## src/rtl/alu_seq.sv

```systemverilog
// Sequential MIPS-style ALU: single-cycle logic/arith ops plus W-cycle iterative
// multiply and divide, with a valid/ready handshake on both sides.
module alu_seq #(
  parameter int W    = 32,
  parameter int W_OP = 6
) (
  input  logic            clk,
  input  logic            rst_n,
  input  logic            in_valid,
  output logic            in_ready,
  input  logic [W_OP-1:0] alu_op,
  input  logic [W-1:0]    A,
  input  logic [W-1:0]    B,
  output logic            out_valid,
  input  logic            out_ready,
  output logic [W-1:0]    R,
  output logic [W-1:0]    hi,
  output logic [W-1:0]    lo,
  output logic            overflow,
  output logic            is_zero,
  output logic            div0,
  output logic            bad_op
);

  localparam int SW = $clog2(W);
  localparam logic [SW-1:0] LAST = SW'(W - 1);
  localparam logic [W-1:0] MIN_NEG = {1'b1, {(W-1){1'b0}}};

  localparam logic [W_OP-1:0] OP_SLL   = W_OP'(6'h00);
  localparam logic [W_OP-1:0] OP_SRL   = W_OP'(6'h02);
  localparam logic [W_OP-1:0] OP_SRA   = W_OP'(6'h03);
  localparam logic [W_OP-1:0] OP_MULT  = W_OP'(6'h18);
  localparam logic [W_OP-1:0] OP_MULTU = W_OP'(6'h19);
  localparam logic [W_OP-1:0] OP_DIV   = W_OP'(6'h1A);
  localparam logic [W_OP-1:0] OP_DIVU  = W_OP'(6'h1B);
  localparam logic [W_OP-1:0] OP_ADD   = W_OP'(6'h20);
  localparam logic [W_OP-1:0] OP_ADDU  = W_OP'(6'h21);
  localparam logic [W_OP-1:0] OP_SUB   = W_OP'(6'h22);
  localparam logic [W_OP-1:0] OP_SUBU  = W_OP'(6'h23);
  localparam logic [W_OP-1:0] OP_AND   = W_OP'(6'h24);
  localparam logic [W_OP-1:0] OP_OR    = W_OP'(6'h25);
  localparam logic [W_OP-1:0] OP_XOR   = W_OP'(6'h26);
  localparam logic [W_OP-1:0] OP_NOR   = W_OP'(6'h27);
  localparam logic [W_OP-1:0] OP_SLT   = W_OP'(6'h2A);
  localparam logic [W_OP-1:0] OP_SLTU  = W_OP'(6'h2B);

  typedef enum logic [1:0] {IDLE, BUSY, DONE} state_t;

  state_t          state_q, state_d;
  logic [W_OP-1:0] op_q, op_d;
  logic [W-1:0]    a_q, a_d, b_q, b_d;
  logic [W-1:0]    acc_hi_q, acc_hi_d, acc_lo_q, acc_lo_d, opnd_q, opnd_d;
  logic [SW-1:0]   cnt_q, cnt_d;
  logic            neg_lo_q, neg_lo_d, neg_hi_q, neg_hi_d;
  logic [W-1:0]    r_q, r_d, hi_q, hi_d, lo_q, lo_d;
  logic            ovf_q, ovf_d, zero_q, zero_d, div0_q, div0_d, bad_q, bad_d;

  logic            transfer, in_multi, in_mul, in_sgn, op_mul, op_sgn;
  logic [W-1:0]    sum, diff, r1, a_mag, b_mag;
  logic [SW-1:0]   shamt;
  logic            ovf1, bad1;
  logic [W:0]      mul_sum, div_sh;
  logic [W-1:0]    mul_hi, mul_lo, div_sub, div_hi, div_lo, quot_f, rem_f;
  logic            div_ge;
  logic [2*W-1:0]  prod_f;

  assign in_ready  = (state_q == IDLE) || ((state_q == DONE) && out_ready);
  assign out_valid = (state_q == DONE);
  assign transfer  = in_valid && in_ready;
  assign R         = r_q;
  assign hi        = hi_q;
  assign lo        = lo_q;
  assign overflow  = ovf_q;
  assign is_zero   = zero_q;
  assign div0      = div0_q;
  assign bad_op    = bad_q;

  assign in_mul   = (alu_op == OP_MULT) || (alu_op == OP_MULTU);
  assign in_multi = in_mul || (alu_op == OP_DIV) || (alu_op == OP_DIVU);
  assign in_sgn   = (alu_op == OP_MULT) || (alu_op == OP_DIV);
  assign a_mag    = (in_sgn && A[W-1]) ? -A : A;
  assign b_mag    = (in_sgn && B[W-1]) ? -B : B;
  assign op_mul   = (op_q == OP_MULT) || (op_q == OP_MULTU);
  assign op_sgn   = (op_q == OP_MULT) || (op_q == OP_DIV);

  always_comb begin
    sum   = A + B;
    diff  = A - B;
    shamt = B[SW-1:0];
    r1    = '0;
    ovf1  = 1'b0;
    bad1  = 1'b0;
    case (alu_op)
      OP_ADD:  begin
        r1   = sum;
        ovf1 = (A[W-1] == B[W-1]) && (sum[W-1] != A[W-1]);
      end
      OP_ADDU: r1 = sum;
      OP_SUB:  begin
        r1   = diff;
        ovf1 = (A[W-1] != B[W-1]) && (diff[W-1] != A[W-1]);
      end
      OP_SUBU: r1 = diff;
      OP_AND:  r1 = A & B;
      OP_OR:   r1 = A | B;
      OP_XOR:  r1 = A ^ B;
      OP_NOR:  r1 = ~(A | B);
      OP_SLT:  r1 = {{(W-1){1'b0}}, ($signed(A) < $signed(B))};
      OP_SLTU: r1 = {{(W-1){1'b0}}, (A < B)};
      OP_SLL:  r1 = A << shamt;
      OP_SRL:  r1 = A >> shamt;
      OP_SRA:  r1 = $unsigned($signed(A) >>> shamt);
      OP_MULT, OP_MULTU, OP_DIV, OP_DIVU: r1 = '0;
      default: bad1 = 1'b1;
    endcase
  end

  // One shift-add or restoring-subtract step on magnitudes; signs are fixed at the end.
  always_comb begin
    mul_sum = {1'b0, acc_hi_q} + (acc_lo_q[0] ? {1'b0, opnd_q} : {(W+1){1'b0}});
    mul_hi  = mul_sum[W:1];
    mul_lo  = {mul_sum[0], acc_lo_q[W-1:1]};
    div_sh  = {acc_hi_q, acc_lo_q[W-1]};
    div_ge  = div_sh >= {1'b0, opnd_q};
    div_sub = div_sh[W-1:0] - opnd_q;
    div_hi  = div_ge ? div_sub : div_sh[W-1:0];
    div_lo  = {acc_lo_q[W-2:0], div_ge};
    prod_f  = neg_lo_q ? -{mul_hi, mul_lo} : {mul_hi, mul_lo};
    quot_f  = neg_lo_q ? -div_lo : div_lo;
    rem_f   = neg_hi_q ? -div_hi : div_hi;
  end

  always_comb begin
    state_d  = state_q;
    op_d     = op_q;
    a_d      = a_q;
    b_d      = b_q;
    acc_hi_d = acc_hi_q;
    acc_lo_d = acc_lo_q;
    opnd_d   = opnd_q;
    cnt_d    = cnt_q;
    neg_lo_d = neg_lo_q;
    neg_hi_d = neg_hi_q;
    r_d      = r_q;
    hi_d     = hi_q;
    lo_d     = lo_q;
    ovf_d    = ovf_q;
    zero_d   = zero_q;
    div0_d   = div0_q;
    bad_d    = bad_q;
    case (state_q)
      IDLE, DONE: begin
        if (transfer) begin
          op_d = alu_op;
          a_d  = A;
          b_d  = B;
          if (in_multi) begin
            state_d  = BUSY;
            cnt_d    = '0;
            acc_hi_d = '0;
            acc_lo_d = in_mul ? b_mag : a_mag;
            opnd_d   = in_mul ? a_mag : b_mag;
            neg_lo_d = in_sgn && (A[W-1] ^ B[W-1]);
            neg_hi_d = in_sgn && A[W-1];
          end else begin
            state_d = DONE;
            r_d     = r1;
            hi_d    = '0;
            lo_d    = '0;
            ovf_d   = ovf1;
            zero_d  = (r1 == '0);
            div0_d  = 1'b0;
            bad_d   = bad1;
          end
        end else if (state_q == DONE && out_ready) begin
          state_d = IDLE;
        end
      end
      BUSY: begin
        cnt_d    = cnt_q + SW'(1);
        acc_hi_d = op_mul ? mul_hi : div_hi;
        acc_lo_d = op_mul ? mul_lo : div_lo;
        if (cnt_q == LAST) begin
          state_d = DONE;
          bad_d   = 1'b0;
          if (op_mul) begin
            hi_d   = prod_f[2*W-1:W];
            lo_d   = prod_f[W-1:0];
            ovf_d  = 1'b0;
            div0_d = 1'b0;
          end else if (opnd_q == '0) begin
            hi_d   = a_q;
            lo_d   = '1;
            ovf_d  = 1'b0;
            div0_d = 1'b1;
          end else begin
            hi_d   = rem_f;
            lo_d   = quot_f;
            ovf_d  = op_sgn && (a_q == MIN_NEG) && (b_q == '1);
            div0_d = 1'b0;
          end
          r_d    = lo_d;
          zero_d = (lo_d == '0);
        end
      end
      default: state_d = IDLE;
    endcase
  end

  always_ff @(posedge clk or negedge rst_n) begin
    if (!rst_n) state_q <= IDLE;
    else        state_q <= state_d;
  end

  always_ff @(posedge clk or negedge rst_n) begin
    if (!rst_n) begin
      op_q     <= '0;
      a_q      <= '0;
      b_q      <= '0;
      acc_hi_q <= '0;
      acc_lo_q <= '0;
      opnd_q   <= '0;
      cnt_q    <= '0;
      neg_lo_q <= 1'b0;
      neg_hi_q <= 1'b0;
      r_q      <= '0;
      hi_q     <= '0;
      lo_q     <= '0;
      ovf_q    <= 1'b0;
      zero_q   <= 1'b0;
      div0_q   <= 1'b0;
      bad_q    <= 1'b0;
    end else begin
      op_q     <= op_d;
      a_q      <= a_d;
      b_q      <= b_d;
      acc_hi_q <= acc_hi_d;
      acc_lo_q <= acc_lo_d;
      opnd_q   <= opnd_d;
      cnt_q    <= cnt_d;
      neg_lo_q <= neg_lo_d;
      neg_hi_q <= neg_hi_d;
      r_q      <= r_d;
      hi_q     <= hi_d;
      lo_q     <= lo_d;
      ovf_q    <= ovf_d;
      zero_q   <= zero_d;
      div0_q   <= div0_d;
      bad_q    <= bad_d;
    end
  end

endmodule
```

## config.mk

```make
export PLATFORM = sky130hd
export DESIGN_NAME = alu_seq
export DESIGN_NICKNAME = d
export VERILOG_FILES = /design/src/rtl/alu_seq.sv
export SDC_FILE = /design/constraint.sdc
export NUM_CORES = 2
export LEC_CHECK = 0
export ABC_AREA = 1
export ABC_CLOCK_PERIOD_IN_PS = 9430
export BUFFER_PORTS_ARGS = -buffer_cell sky130_fd_sc_hd__buf_2
export CAP_MARGIN = 30
export CELL_PAD_IN_SITES_DETAIL_PLACEMENT = 2
export CELL_PAD_IN_SITES_GLOBAL_PLACEMENT = 2
export CORE_MARGIN = 8
export CORE_UTILIZATION = 36
export CTS_CLUSTER_SIZE = 25
export DETAILED_ROUTE_END_ITERATION = 10
export GPL_ROUTABILITY_DRIVEN = 0
export PLACE_DENSITY_LB_ADDON = 0.1
export SETUP_SLACK_MARGIN = 0.4
export SLEW_MARGIN = 20
export SYNTH_ARGS = -nofsm -noshare
export SYNTH_HDL_FRONTEND = slang
export SYNTH_SLANG_ARGS = --single-unit
export TNS_END_PERCENT = 50
```

## constraint.sdc

```tcl
create_clock -name clk -period 9.43 [get_ports clk]
set_input_delay 1.4145 -clock clk [delete_from_list [all_inputs] [get_ports clk]]
set_output_delay 1.4145 -clock clk [all_outputs]
set_load 0.02 [all_outputs]
```

==> qor.csv <==
stage;metric;value;unit
yosys;Seq/Total Area, Yosys;0.2100;
route;Detail Route Antenna Nets;0;
route;drt initial violations;4159;
flow_run;Max Cap Viol;0;
yosys;Post-synth ARST share;1.000;
die;Core Region;90150;sq um
yosys;Syn Std Cell Area;32770;sq um
yosys;Synth Flop Type;dfrtp_1;
critical_path;Worst Reg-to-Reg Cells;27;
sta;Worst-Margin Slew;949.5;ps
hold_path;Hold Path Depth;2;
route;Avg WL per Cell;30.91;um
sta;Setup Total Neg Slack;0;ps
yosys;most frequent cell after synthesis;nand2_1;
yosys;largest family of logic cells by synthesized area;simple AND/OR/NAND/NOR gates;
yosys;Post-Synth Simple-Gate Area;0.4172;
global_routing;GRT overflow;0;
cts;Num CTS Buffers;38;
pwr;Leak;18.73;nW
cells_and_area;post-route insts no fill;6931;
critical_path;Reg2Reg Setup Slack;3680;ps
sta;RSZ-0062 raised after global routing;false;
cts;H-tree Lvls;2;
placement;Placed Cells;6852;
global_routing;largest net degree at the start of global routing;137;
critical_path;WS Path Type;reg2reg;
placement;DP HPWL;168400;um
critical_path;Crit-path slowest cell;dfrtp_1;
cts;hold-fix buffers at CTS;0;
cts;clock tree buffer depth;3;
cells_and_area;Syn-to-layout area delta;9.743;%
cts;CTS tree;built;
route;Routed Wire Length;214300;um
critical_path;Crit. End Element;flop;
cts;Clock Sink Count;275;
yosys;post-synthesis adder-cell area fraction;0.06658;
cts;clk slew on worst S/H paths;60;ps
placement;Post-Place Setup Slack;3529;ps
placement;Placed Area;34600;sq um
global_routing;number of global-route vias before repair;45027;
pwr;Worst VDD drop;0.1603;mV
critical_path;Arrival @ worst endpoint;6290;ps
die;cell row count;110;
hold_path;Hold Crit Class;reg2reg;
yosys;synthesized net count;5938;
global_routing;global-route wire length before repair;308100;um
yosys;multiplexer area fraction after synthesis;0.0009163;
cts;Post-CTS Resized;0;
sta;Worst Setup Slack, final;3677;ps
yosys;number of enable flip-flop cells after synthesis;0;
die;Die X;317.7;um
yosys;Area contributors post-synth;dfrtp_1 21%, nand2_1 20%, nand3_1 8.6%, inv_1 7.0%, nor2_1 6.9%;
critical_path;Required @ worst endpoint;9970;ps
hold_path;hold endpoint;hi[24]$_DFFE_PN0P_;
cells_and_area;share of layout cells above drive strength 1;0.06974;
pwr;P per Cell Area;268.9;nW/um^2
hold_path;Hold Crit Start;hi[24]$_DFFE_PN0P_;
sta;min Tclk post-route;5753;ps
yosys;yosys warns;0;
cts;number of setup buffers added after CTS;0;
critical_path;Crit. Startpoint;acc_hi_q[13]$_DFFE_PN0P_;
route;DR pass1 iterations;6;
critical_path;r2r endpoint;is_zero$_DFFE_PN0P_;
cts;Clock Latency Late Sink;610;ps
status;status;finished, final reports clean;
route;# DRC;0;
sta;Final Hold Fails;0;
yosys;Synth cell types;65;
yosys;xor/xnor share of the synthesized area;0.02993;
route;Vias/cell;6.200;
yosys;Commonest cells post-synth;1782 x nand2_1, 614 x inv_1, 601 x nor2_1;
yosys;Synth Area per Inst;5.758;sq um
critical_path;startpoint types;flop;
yosys;post-synth top area share;0.2100;
yosys;Yosys top cell by area;dfrtp_1;
die;DIE AREA;100900;sq um
yosys;Synth Area in Compound Gates;0.1734;
critical_path;worst stage delay on the critical path;520;ps
route;vias;42969;
sta;Max Fclk;173.8;MHz
placement;port buffer count;175;
yosys;number of synthesized register bits;275;
sta;final setup vio count;0;
sta;clk_skew;33.75;ps
critical_path;FF-to-FF Start;acc_hi_q[13]$_DFFE_PN0P_;
die;Die Y;317.7;um
sta;max_slew headroom;0.3670;
critical_path;CP max FO;38;
die;initial core utilization;0.3635;
global_routing;global-route usage over all layers;0.4050;
cts;root buffer cell;clkbuf_16;
cells_and_area;Net count, final;5966;
cells_and_area;design area;35970;sq um
sta;Slew Viols, Final;0;
yosys;Syn Inst Count;5692;
global_routing;antenna violations before repair;9;
sta;period utilization;0.6101;
die;IO Count;176;
## cell usage in the layout, fill, tap and decap left out, types with 19 or more instances in the layout
cell / n
buf_2: 175
inv_2: 19
xor2_1: 99
dfrtp_1: 273
o211ai_1: 63
nor2_1: 594
nand3_1: 565
o21bai_1: 23
nand4_1: 102
a21oi_1: 325
nand3b_1: 21
clkbuf_16: 39
nor3_1: 57
buf_4: 44
a31oi_1: 44
inv_1: 611
o21ai_0: 444
ha_1: 168
nand2_1: 1780
o22ai_1: 43
## metrics by stage
stage                     utilization  hold slack [ps]  total power [mW]
after floorplan                     -            452.7             5.549
after detailed placement       0.3838            461.6             7.854
after CTS                      0.3985            480.8             9.513
after global placement         0.3834            459.2             7.604
after global routing           0.3988            509.1             10.15
final                          0.3990            473.8             9.672
## worst max-delay path by stage
| stage | end | slack [ps] |
|---|---|---|
| global placement | is_zero$_DFFE_PN0P_ | 3710 |
| floorplan | is_zero$_DFFE_PN0P_ | 4920 |
| CTS | is_zero$_DFFE_PN0P_ | 3860 |
| finish | is_zero$_DFFE_PN0P_ | 3680 |
| detailed placement | is_zero$_DFFE_PN0P_ | 3530 |
| global route | is_zero$_DFFE_PN0P_ | 3340 |
## layout make-up
| type | count | area, sq um |
|---|---|---|
| timing repair buffer | 224 | 1274 |
| fill | 11641 | 54180 |
| multi-input combinational | 4546 | 22610 |
| antenna | 5 | 12.51 |
| tap | 1176 | 1471 |
| clock buffer | 55 | 1116 |
| sequential | 275 | 6884 |
| clock inverter | 15 | 212.7 |
| inverter | 635 | 2387 |
## registers in the layout (all words and copies together), names as in the netlist
name,cells
hi,32
cnt_q,5
a_q,32
neg_hi_q,1
state_q,2
acc_hi_q,32
op_q,6
b_q,32
bad_op,1
neg_lo_q,1
div0,1
opnd_q,32
acc_lo_q,32
overflow,1
lo,32
is_zero,1
R,32
## cell families after synthesis
kind of cell | after synthesis
flip-flops | 275
XOR/XNOR | 112
AO/OA/AOI/OAI | 1024
multiplexers | 3
buffers and inverters | 871
adder cells (fa/ha/maj) | 172
AND/OR/NAND/NOR | 3235
## routing by layer
metal	part of all wire	global-route usage	wire [um]	up-vias
met2	0.45	0.6537	96380	2066
li1	-	-	-	18681
met3	0.068	0.06567	14630	779
met1	0.38	0.4633	80840	21439
met5	0.00010	0	22	-
met4	0.10	0.3551	22390	4
## worst max-delay path: cells and delay by family, from the launching register on
kind                       cells  cell delay, ps
and+or+nand+nor               18            3050
buffers and inverters          5             890
DFF                            1             520
adders and majority gates      2             670
AOI/OAI and AO/OA              2             480
## report_power, final
part / internal, mW / switching (mW) / total (mW)
clock: 0.942 / 0.653 / 1.59
sequential: 1.43 / 0.425 / 1.86
combinational: 1.59 / 4.63 / 6.22
total: 3.97 / 5.70 / 9.67
Note: power is estimated with default switching activity, not from simulation.
